--- src/rtl/bcd_countdown.sv ---
// Four-digit BCD millisecond down-counter with built-in prescaler, IDLE/RUN control and a one-cycle done pulse.
// Define BCD_COUNTDOWN_AUTORELOAD_EN to reload the last loaded value on expiry, which turns it into a periodic timer.
module bcd_countdown #(
    parameter int TICK_DIV = 50000,
    parameter int PRE_W    = 16
) (
    input  logic       clock,
    input  logic       reset,
    input  logic       load,
    input  logic [3:0] LD0,
    input  logic [3:0] LD1,
    input  logic [3:0] LD2,
    input  logic [3:0] LD3,
    input  logic       start,
    input  logic       abort,
    output logic [3:0] BCD0,
    output logic [3:0] BCD1,
    output logic [3:0] BCD2,
    output logic [3:0] BCD3,
    output logic       running,
    output logic       done
);

    typedef enum logic {
        ST_IDLE = 1'b0,
        ST_RUN  = 1'b1
    } state_t;

    localparam logic [PRE_W-1:0] PRE_MAX = PRE_W'(TICK_DIV - 1);
    localparam logic [PRE_W-1:0] PRE_ONE = PRE_W'(1);

    state_t           r_state;
    state_t           w_state_nxt;
    logic [15:0]      r_cnt;
    logic [15:0]      w_cnt_nxt;
    logic [PRE_W-1:0] r_pre;
    logic [PRE_W-1:0] w_pre_nxt;
    logic             r_done;
    logic             w_done_nxt;

    logic [15:0]      w_ld;
    logic [15:0]      w_dec;
    logic             w_borrow;
    logic             w_ld_zero;
    logic             w_cnt_zero;
    logic             w_dec_zero;
    logic             w_tick;

`ifdef BCD_COUNTDOWN_AUTORELOAD_EN
    logic [15:0]      r_shadow;
`endif

    function automatic logic [3:0] clamp_digit(input logic [3:0] d);
        return (d > 4'd9) ? 4'd9 : d;
    endfunction

    assign w_ld       = {clamp_digit(LD3), clamp_digit(LD2), clamp_digit(LD1), clamp_digit(LD0)};
    assign w_ld_zero  = (w_ld == 16'h0000);
    assign w_cnt_zero = (r_cnt == 16'h0000);
    assign w_dec_zero = (w_dec == 16'h0000);
    assign w_tick     = (r_state == ST_RUN) && (r_pre == PRE_MAX);

    // Borrow ripples from BCD0 upward; RUN never holds 0000, so no underflow path is reached.
    always_comb begin
        w_dec    = r_cnt;
        w_borrow = 1'b1;
        for (int i = 0; i < 4; i++) begin
            if (w_borrow) begin
                if (r_cnt[4*i +: 4] == 4'd0) begin
                    w_dec[4*i +: 4] = 4'd9;
                end else begin
                    w_dec[4*i +: 4] = r_cnt[4*i +: 4] - 4'd1;
                    w_borrow        = 1'b0;
                end
            end
        end
    end

    always_ff @(posedge clock or negedge reset) begin
        if (!reset) begin
            r_state <= ST_IDLE;
            r_cnt   <= 16'h0000;
            r_pre   <= '0;
            r_done  <= 1'b0;
        end else begin
            r_state <= w_state_nxt;
            r_cnt   <= w_cnt_nxt;
            r_pre   <= w_pre_nxt;
            r_done  <= w_done_nxt;
        end
    end

`ifdef BCD_COUNTDOWN_AUTORELOAD_EN
    always_ff @(posedge clock or negedge reset) begin
        if (!reset) begin
            r_shadow <= 16'h0000;
        end else if (load) begin
            r_shadow <= w_ld;
        end
    end
`endif

    // Strobe priority: abort beats start; load always captures; in IDLE the zero test sees the value being loaded.
    always_comb begin
        w_state_nxt = r_state;
        w_cnt_nxt   = r_cnt;
        w_pre_nxt   = r_pre;
        w_done_nxt  = 1'b0;
        if (r_state == ST_IDLE) begin
            if (load) begin
                w_cnt_nxt = w_ld;
            end
            if (start && !abort) begin
                if (load ? w_ld_zero : w_cnt_zero) begin
                    w_done_nxt = 1'b1;
                end else begin
                    w_state_nxt = ST_RUN;
                    w_pre_nxt   = '0;
                end
            end
        end else begin
            if (abort) begin
                w_state_nxt = ST_IDLE;
                if (load) begin
                    w_cnt_nxt = w_ld;
                end
            end else if (load) begin
                w_cnt_nxt = w_ld;
                w_pre_nxt = '0;
                if (w_ld_zero) begin
                    w_done_nxt  = 1'b1;
                    w_state_nxt = ST_IDLE;
                end
            end else if (w_tick) begin
                w_pre_nxt = '0;
                w_cnt_nxt = w_dec;
                if (w_dec_zero) begin
                    w_done_nxt = 1'b1;
`ifdef BCD_COUNTDOWN_AUTORELOAD_EN
                    if (r_shadow != 16'h0000) begin
                        w_cnt_nxt = r_shadow;
                    end else begin
                        w_state_nxt = ST_IDLE;
                    end
`else
                    w_state_nxt = ST_IDLE;
`endif
                end
            end else begin
                w_pre_nxt = r_pre + PRE_ONE;
            end
        end
    end

    assign {BCD3, BCD2, BCD1, BCD0} = r_cnt;
    assign running = (r_state == ST_RUN);
    assign done    = r_done;

endmodule

--- config.mk ---
export PLATFORM = sky130hd
export DESIGN_NAME = bcd_countdown
export DESIGN_NICKNAME = d
export VERILOG_FILES = /design/src/rtl/bcd_countdown.sv
export SDC_FILE = /design/constraint.sdc
export NUM_CORES = 1
export LEC_CHECK = 0
export CAP_MARGIN = 25
export CORE_ASPECT_RATIO = 0.6
export CORE_UTILIZATION = 48
export DETAILED_ROUTE_END_ITERATION = 8
export PLACE_DENSITY_LB_ADDON = 0.12
export SETUP_SLACK_MARGIN = 0.3
export SYNTH_ARGS = -nofsm -noshare
export SYNTH_HDL_FRONTEND = slang
export SYNTH_SLANG_ARGS = --single-unit
--- constraint.sdc ---
create_clock -name clock -period 2 [get_ports clock]
set_clock_uncertainty 0.05 [all_clocks]
set_input_delay 0.4 -clock clock [delete_from_list [all_inputs] [get_ports clock]]
set_output_delay 0.4 -clock clock [all_outputs]
set_load 0.02 [all_outputs]
==> metrics.md <==
| Metric | Value |
|---|---|
| Die X | 90.2 µm |
| CTS clk-pin slew, worst paths | 80 ps |
| # H-tree levels | 2 |
| Area Growth Syn to Fin | 77.4% |
| Layout cell share with drive strength beyond 1 | 48.8% |
| Power share of the clock group | 35.6% |
| Status | finished, violations left |
| Critical Path RT | between 2000 and 2500 ps |
| Via count | 3,189 |
| Sequential power share | a little over a third |
| Hold_buf cts | 0 |
| # rows | 18 |
| Fin crit share | 110% |
| VDD IR max | 0.000527 V |
| Final hold vios | 0 |
| Worst slack, placed | -252 ps |
| Static Leak | 1.75 nW |
| Initial antenna violation count | 0 |
| Fraction of registers with async set/reset | 100% |
| Net Sw Frac | 32.2% |
| Overflow after GRT | 0 |
| Hpwl dp | 5.39 mm |
| Crit path launch type | register |
| Max-Cap Viols | 0 |
| Worst slew pin tran | about 470 ps |
| Crit path DAT | ~2300 ps |
| Commonest cells in the netlist | dfrtp_1 (34), nand2_1 (24), nor2_1 (24), nor3_1 (21), a21oi_1 (14) |
| Fill count | 145 |
| FF-to-FF Start | r_pre[14] |
| Final weighted congestion in routability-driven placement | 0.922 |
| First-pass GRT wire length | roughly 15 mm |
| Skew-Pair Late Insertion Delay | 310 ps |
| Boundary Pins | 39 |
| Comb power frac | 28.2% |
| Internal cell power | about 0.0015 W |
| CTS tree | built |
| Vias in the first global route | 2,761 |
| Gate Count Post-Synth | 258 |
| Top FF cell, synth | dfrtp_1 |
| Syn Area/Cell | 8.68 µm² |
| CTS Buf Count | 5 |
| Synth top area cells | dfrtp_1 (38%), nor3_1 (4.7%), nand2_1 (4.0%) |
| DRT iter0 DRCs | just under 500 |
| Unique cell type count in the Yosys netlist | 53 |
| Pin count of the biggest net entering global routing | 35 |
| Post-synth EDFFs | 0 |
| FMAX | 457 MHz |
| CTS Root Cell | clkbuf_8 |
| Count leader, synth | dfrtp_1 |
| Placed insts | 400 |
| Synth area leader | dfrtp_1 |
| Die Y | approximately 55 µm |
| Inserted Diodes | 0 |
| Drc violations | 0 |
| Final setup fails | 29 |
| Seq/Total Area, Yosys | 38.0% |
| Worst Setup End Kind | register |
| Syn_nets | 280 |
| Synth warn | 0 |
| Switching power | slightly above 0.0007 W |
| Worst min path class | in2async |
| CP max FO | 6 |
| Failing checks | negative setup slack |
| Clock buffer depth | 2 |
| Initial Util | 52.3% |
| CORE AREA | 0.00428 mm² |
| Slew Limit Headroom | 68.7% |
| Post-layout util | approximately 93% |
| Routed WL per cell | roughly 28 µm |
| Share of the synthesized area in the top cell type | between 30% and 40% |
| Final Non-Filler Cells | roughly 430 |
| Flop2flop setup slack | -190 ps |
| Detail Route Antenna Nets | 0 |
| Clock tree sinks | 34 |
| Flops & latches, synth | 34 |
| Setup Crit Path Kind | reg2reg |
| Final WL | 12.1 mm |
| R2R cell count | 7 |
| Pins over their slew limit | 0 |
| Reg2reg end | r_cnt[14] |
| Setup repair after global routing missed its margin | yes |
| Gr usage total | 40.2% |
| Post-Syn Area | 0.00224 mm² |
| Worst Setup Slack, final | -190 ps |
| 1st-pass router iterations | 6 |
| DR vias/cell | 7.43 |
| IO buf count | 38 |
| Die outline area | 0.00495 mm² |
| Tmin final | 2190 ps |
| Pwr Density | about 570 mW/mm² |
| Fin nets | 390 |
-- state kept, by name, summed over array words and instances (netlist names) --
signal	cells
r_cnt	16
r_pre	16
done	1
running	1
-- power by group through the flow --
stage	clock, W	combinational, W	sequential, W
5_1_grt	0.000825	0.000655	0.000818
3_3_place_gp	0	0.000463	0.000811
6_report	0.000799	0.000633	0.000815
2_1_floorplan	0	0.000167	0.000860
3_5_place_dp	0	0.000475	0.000817
4_1_cts	0.000782	0.000512	0.000802
-- timing repair --
| action | 4_1_cts | 5_1_grt |
|---|---|---|
| endpoints found under the setup margin | 51 | 35 |
| gates resized for setup | 80 | 49 |
| endpoints found under the hold margin | 0 | 0 |
| buffers inserted | 12 | 8 |
| pin swaps | 54 | 33 |
| gates cloned | 1 | 0 |
-- per-layer routing --
| metal | up-vias | GRT usage, % | wire [µm] |
|---|---|---|---|
| li1 | 1206 | - | - |
| met3 | 129 | 13.8 | 1820 |
| met1 | 1467 | 50.1 | 4240 |
| met4 | 0 | 22.6 | 992 |
| met5 | - | 0 | 0 |
| met2 | 387 | 63.4 | 5020 |
-- critical path: stages (launching register included) --
cell,delay (ps)
dfrtp_1,520
nor4bb_2,430
nand4_1,220
buf_6,210
buf_6,120
nor2_4,170
a31o_1,260
a21oi_2,80
-- layout by cell type (no fill, tap or decap), drive strengths merged, types with 5 or more instances in the layout --
master and count:
a211o 7, nand4 9, nand2 24, a21oi 14
nor2 24, nand3 10, xnor2 5, nor3 21
dfrtp 34, nor2b 5, nor4 9, clkbuf 5
inv 6, and3 6, o21ai 10, clkdlybuf4s50 16
dlygate4sd2 17, buf 77
-- worst max path at each step --
stage | start | end | slack [ps]
global placement | abort | r_cnt[7] | -210
finish | r_pre[14] | r_cnt[14] | -190
floorplan | r_pre[0] | r_pre[13] | -20
global route | r_pre[14] | r_cnt[14] | -270
CTS | r_cnt[0] | r_cnt[14] | 50
detailed placement | abort | r_cnt[1] | -250
-- per-stage QoR --
step	TNS (ps)	power (W)	area, µm²	hold slack [ps]
after floorplan	-76.9	0.00103	2410	54.4
after global placement	-3240	0.00127	3190	484
after detailed placement	-3500	0.00129	3190	488
after CTS	0	0.00210	3660	486
after global routing	-2190	0.00230	3970	510
final	-2100	0.00225	3970	465
-- logic make-up (layout without fill, tap and decap cells) --
kind of cell | Yosys count | after routing | synth area share, %
AOI/OAI and AO/OA | 61 | 61 | 19.3
xor gates and xnor gates | 5 | 5 | 1.96
and+or+nand+nor | 134 | 135 | 34.6
muxes | 4 | 4 | 1.84
adders and majority gates | 1 | 1 | 0.559
buffers and inverters | 19 | 129 | 3.74
DFF | 34 | 34 | 38.0
-- final cells by class --
class	instances	area, µm²	area share, %
Multi-Input combinational cell	206	1840	46.4
Timing Repair Buffer	115	1020	25.7
Sequential cell	34	873	22.0
Tap cell	60	75.1	1.89
Clock buffer	5	68.8	1.73
Clock inverter	3	68.8	1.73
Inverter	6	22.5	0.567
Note: power is estimated with default switching activity, not from simulation.
==> edit 1, RTL diff (same settings) <==
The option `BCD_COUNTDOWN_AUTORELOAD_EN` is turned on by a define.
--- a/src/rtl/bcd_countdown.sv
+++ b/src/rtl/bcd_countdown.sv
@@ -1,5 +1,7 @@
 // Four-digit BCD millisecond down-counter with built-in prescaler, IDLE/RUN control and a one-cycle done pulse.
 // Define BCD_COUNTDOWN_AUTORELOAD_EN to reload the last loaded value on expiry, which turns it into a periodic timer.
+`define BCD_COUNTDOWN_AUTORELOAD_EN
+
 module bcd_countdown #(
     parameter int TICK_DIV = 50000,
     parameter int PRE_W    = 16
Formal check against the unedited RTL: same outputs for any inputs over 10 cycles, from zero or initial values and one cycle with reset low; that may be too few to reach the edited logic, so the function may still have changed.
==> edit 1 against the original RTL <==
Non-clock buffer count grew 52. Sequential power grew 47%. Routed wire length grew 10%. Via count grew 22%. Largest power group unchanged. Total power grew 35%. Synthesized area grew 36%. Count of clock-buffer cells in the layout grew 1. Setup slack lost 0.23 ns. The flow finishes with violations (hold timing, setup timing). Final cell count grew 38%. Clock power shrank 8.8%. Sequential share of layout area grew 3.0 points. Final area grew 27%. Sequential cell count grew 16.
==> edit 1: results <==
outcome:
  status: "finished with violations"
  violations: "hold timing, setup timing"
sta:
  setup-violations-final: 33
  tns_ns: -9.84
  whs_ns: -0.00103
  fin_ws_ns: -0.425
  hold_viol_final: 4
final_layout:
  final.fill_count: 368
  top_regs: "r_cnt: 16 flops, r_pre: 16 flops, r_shadow: 16 flops"
  final_layout_size_suffix_gt1_share_pct: 41.2
  layout.nets: 528
global_route:
  track_usage_pct: 39.7
  grt_max_degree: 22
  grt_pass1_vias: 3478
  grt_pass1_wl_um: 19500
detailed_routing:
  drtIter0Drc: 458
  wirelength_um: 13300
placed_design:
  place_area_um2: 4420
  gp_congestion: 0.940
pwr:
  peakVddDrop_mv: 0.474
  p_leak_nw: 2.14
  p_comb_mw: 1.11
  p_sw_share_pct: 34.5
  p_seq_mw: 1.20
yosys:
  synthTopCellsByArea: "dfrtp_1 41%, nand2_1 3.6%, nor2_1 3.3%, nand3_1 3.3%, o21ai_0 3.3%"
  synth_compound_area_share_pct: 28.2
  synthesis.nets: 366
  yosys-top-cells-count: "50 x dfrtp_1, 29 x nand2_1, 27 x nor2_1, 23 x inv_1"
  seq_area_frac_synth_pct: 41.1
  synthDistinctLibCells: 63
  synth_xor_area_share_pct: 1.15
setup_path:
  reg2reg_depth: 4
  critical_path.max_fanout: 5
  r2r_start: "r_pre[5]$_DFFE_PN0P_"
  critPathCapture: "done$_DFF_PN0_"
clocking:
  cts.clk_slew.worst_paths_ns: 0.10
edit 1: cell types whose count changed after synthesis, moves of 7 or more:
cell,change
nor3_1,-13
dfrtp_1,+16
o211ai_1,+7
o21ai_0,+10
inv_1,+17
nand3_1,+10
o311ai_1,+7
o21ai_1,+8
edit 1: cells by family after synthesis:
group,Yosys count
mux,2
flops,50
simple gates,135
compound gates,116
xor+xnor,4
fa+ha+maj,1
buf+inv,36
edit 1: per-layer routing:
metal | vias to the layer above | share of wire (%) | global-route usage, %
li1 | 1660 | - | -
met5 | - | 0 | 0
met2 | 321 | 39 | 52.2
met1 | 1853 | 42 | 60.8
met3 | 51 | 16 | 15.2
met4 | 0 | 3.1 | 6.87
edit 1: final cells by class:
class | instances | area (um2) | area share [%]
inverters | 23 | 86.3 | 1.71
multi-input cells | 259 | 2070 | 41.1
clock inverters | 2 | 37.5 | 0.746
repair buffers | 167 | 1410 | 27.9
flip-flops and latches | 50 | 1260 | 25.0
well taps | 84 | 105 | 2.09
clock buffers | 6 | 72.6 | 1.44
edit 1: stage by stage:
stage	setup WS [ns]	cells	power (mW)
after floorplan	-0.362	344	1.60
after global placement	-0.523	565	2.11
after detailed placement	-0.498	565	2.14
after CTS	-0.361	582	2.93
after global routing	-0.441	591	3.14
final	-0.425	591	3.04
edit 1: critical path, stage by stage, from the launching register on:
cell       delay, ns
dfrtp_1         0.40
or4b_4          0.62
or4_4           0.59
a2111oi_1       0.53
o21ba_1         0.18
edit 1: repair_timing:
item,in CTS,in global routing
gates resized for setup,71,38
buffers inserted,8,9
setup endpoints to repair,51,45
pin swaps,29,20
gates cloned,1,0
==> edit 2, RTL diff (same flow settings) <==
Made on the original files. Register the inputs `LD0`, `LD1`, `LD2`, `LD3`, `start` and `abort` before use. The logic sees them one clock later. The other inputs are not delayed to match.
--- a/src/rtl/bcd_countdown.sv
+++ b/src/rtl/bcd_countdown.sv
@@ -29,6 +29,22 @@
     localparam logic [PRE_W-1:0] PRE_MAX = PRE_W'(TICK_DIV - 1);
     localparam logic [PRE_W-1:0] PRE_ONE = PRE_W'(1);
 
+    logic [3:0] LD0_q;
+    logic [3:0] LD1_q;
+    logic [3:0] LD2_q;
+    logic [3:0] LD3_q;
+    logic start_q;
+    logic abort_q;
+
+    always_ff @(posedge clock) begin
+        LD0_q   <= LD0;
+        LD1_q   <= LD1;
+        LD2_q   <= LD2;
+        LD3_q   <= LD3;
+        start_q <= start;
+        abort_q <= abort;
+    end
+
     state_t           r_state;
     state_t           w_state_nxt;
     logic [15:0]      r_cnt;
@@ -54,7 +70,7 @@
         return (d > 4'd9) ? 4'd9 : d;
     endfunction
 
-    assign w_ld       = {clamp_digit(LD3), clamp_digit(LD2), clamp_digit(LD1), clamp_digit(LD0)};
+    assign w_ld       = {clamp_digit(LD3_q), clamp_digit(LD2_q), clamp_digit(LD1_q), clamp_digit(LD0_q)};
     assign w_ld_zero  = (w_ld == 16'h0000);
     assign w_cnt_zero = (r_cnt == 16'h0000);
     assign w_dec_zero = (w_dec == 16'h0000);
@@ -110,7 +126,7 @@
             if (load) begin
                 w_cnt_nxt = w_ld;
             end
-            if (start && !abort) begin
+            if (start_q && !abort_q) begin
                 if (load ? w_ld_zero : w_cnt_zero) begin
                     w_done_nxt = 1'b1;
                 end else begin
@@ -119,7 +135,7 @@
                 end
             end
         end else begin
-            if (abort) begin
+            if (abort_q) begin
                 w_state_nxt = ST_IDLE;
                 if (load) begin
                     w_cnt_nxt = w_ld;
Formal check against the unedited RTL: not equivalent (Yosys sat finds a counterexample within 4 cycles, from zero or initial values and one cycle with reset low).
==> edit 2 against the original RTL <==
The run still ends with setup timing left. Total power increased by 2.3%. Highest routed layer unchanged. Final area decreased by 5.6%. Setup slack got worse by 0.068 ns. Critical endpoint is now r_pre[4]$_DFFE_PN0P_. Routed wire length decreased by 33%. Largest cell class unchanged. Core utilization decreased by 14 points. Sequential cell count increased by 18. Synthesized area increased by 12%.
==> edit 2: results <==
setup_path:
  arrival_ns: 2.46
  r2r_start: "r_cnt[7]$_DFFE_PN0P_"
  max_stage_delay_ns: 0.57
  critPathCapture: "r_pre[4]$_DFFE_PN0P_"
  critical_path.max_fanout: 17
sta:
  whs_ns: 0.429
  fin_ws_ns: -0.258
  setup-violations-final: 19
  tns_ns: -4.31
yosys:
  synth_mux_area_share_pct: 0.400
  yosys-top-cells-count: "39 x o21ai_0, 34 x dfrtp_1, 34 x nor2_1, 20 x nand2_1, 18 x dfxtp_1"
  synthDistinctLibCells: 51
  synthesis.nets: 298
  synthAdderAreaFrac_pct: 0.500
  seq_area_frac_synth_pct: 48.4
detailed_routing:
  drtIter0Drc: 254
  vias: 2668
  via_per_inst: 6.06
  routedWlPerCell_um: 18.4
  met3WireLength_um: 882
  wl_met2_um: 3300
  m1WireLength_um: 3700
pwr:
  pwr_density_cell_nw_per_um2: 613
  p_leak_nw: 1.61
global_route:
  grt_util_met1_pct: 46.5
  use_met2_pct: 46.0
  track_usage_pct: 32.2
  grt_pass1_vias: 2596
  grt_pass1_wl_um: 13100
placed_design:
  place_area_um2: 3320
  gp_congestion: 0.851
  placed_cells: 417
  pre_cts_ws_ns: -0.409
clocking:
  post_cts_resized: 83
  cts.clk_slew.worst_paths_ns: 0.10
final_layout:
  layout.nets: 398
  final.fill_count: 337
  final_layout_size_suffix_gt1_share_pct: 32.6
outcome:
  violations: "setup timing"
  status: "finished with violations"
==> edit 2: cell types whose count changed in the layout (fill, tap and decap cells not counted), sizes merged, moves of 4 or more <==
cell,delta
o21ai,+29
dfxtp,+18
buf,-13
nor2,+10
nor3,-9
a211o,-7
dlymetal6s2s,-4
nand2b,+4
nor3b,-4
nor4,-4
xnor2,-4
==> edit 2: area by class of cell <==
type                       instances  share of cell area [%]
multi-input combinational        212                    38.4
sequential                        52                    32.5
timing repair buffer             102                    24.2
tap                               63                    2.10
clock buffer                       5                    1.84
clock inverter                     3                   0.701
inverter                           3                   0.300
==> edit 2: power breakdown <==
part	switching (mW)	leakage (nW)	internal [mW]
logic	0.262	0.972	0.229
registers	0.0608	0.591	1.11
clock network	0.386	0.0487	0.256
total	0.709	1.61	1.59
==> edit 2: worst register-to-register path: stages, from the launching register on <==
cell and delay [ns]:
dfrtp_2 0.41, or4_4 0.57, nor4_4 0.19, or3b_4 0.44, a41oi_4 0.18, buf_12 0.18, a21oi_1 0.06, a21oi_1 0.11
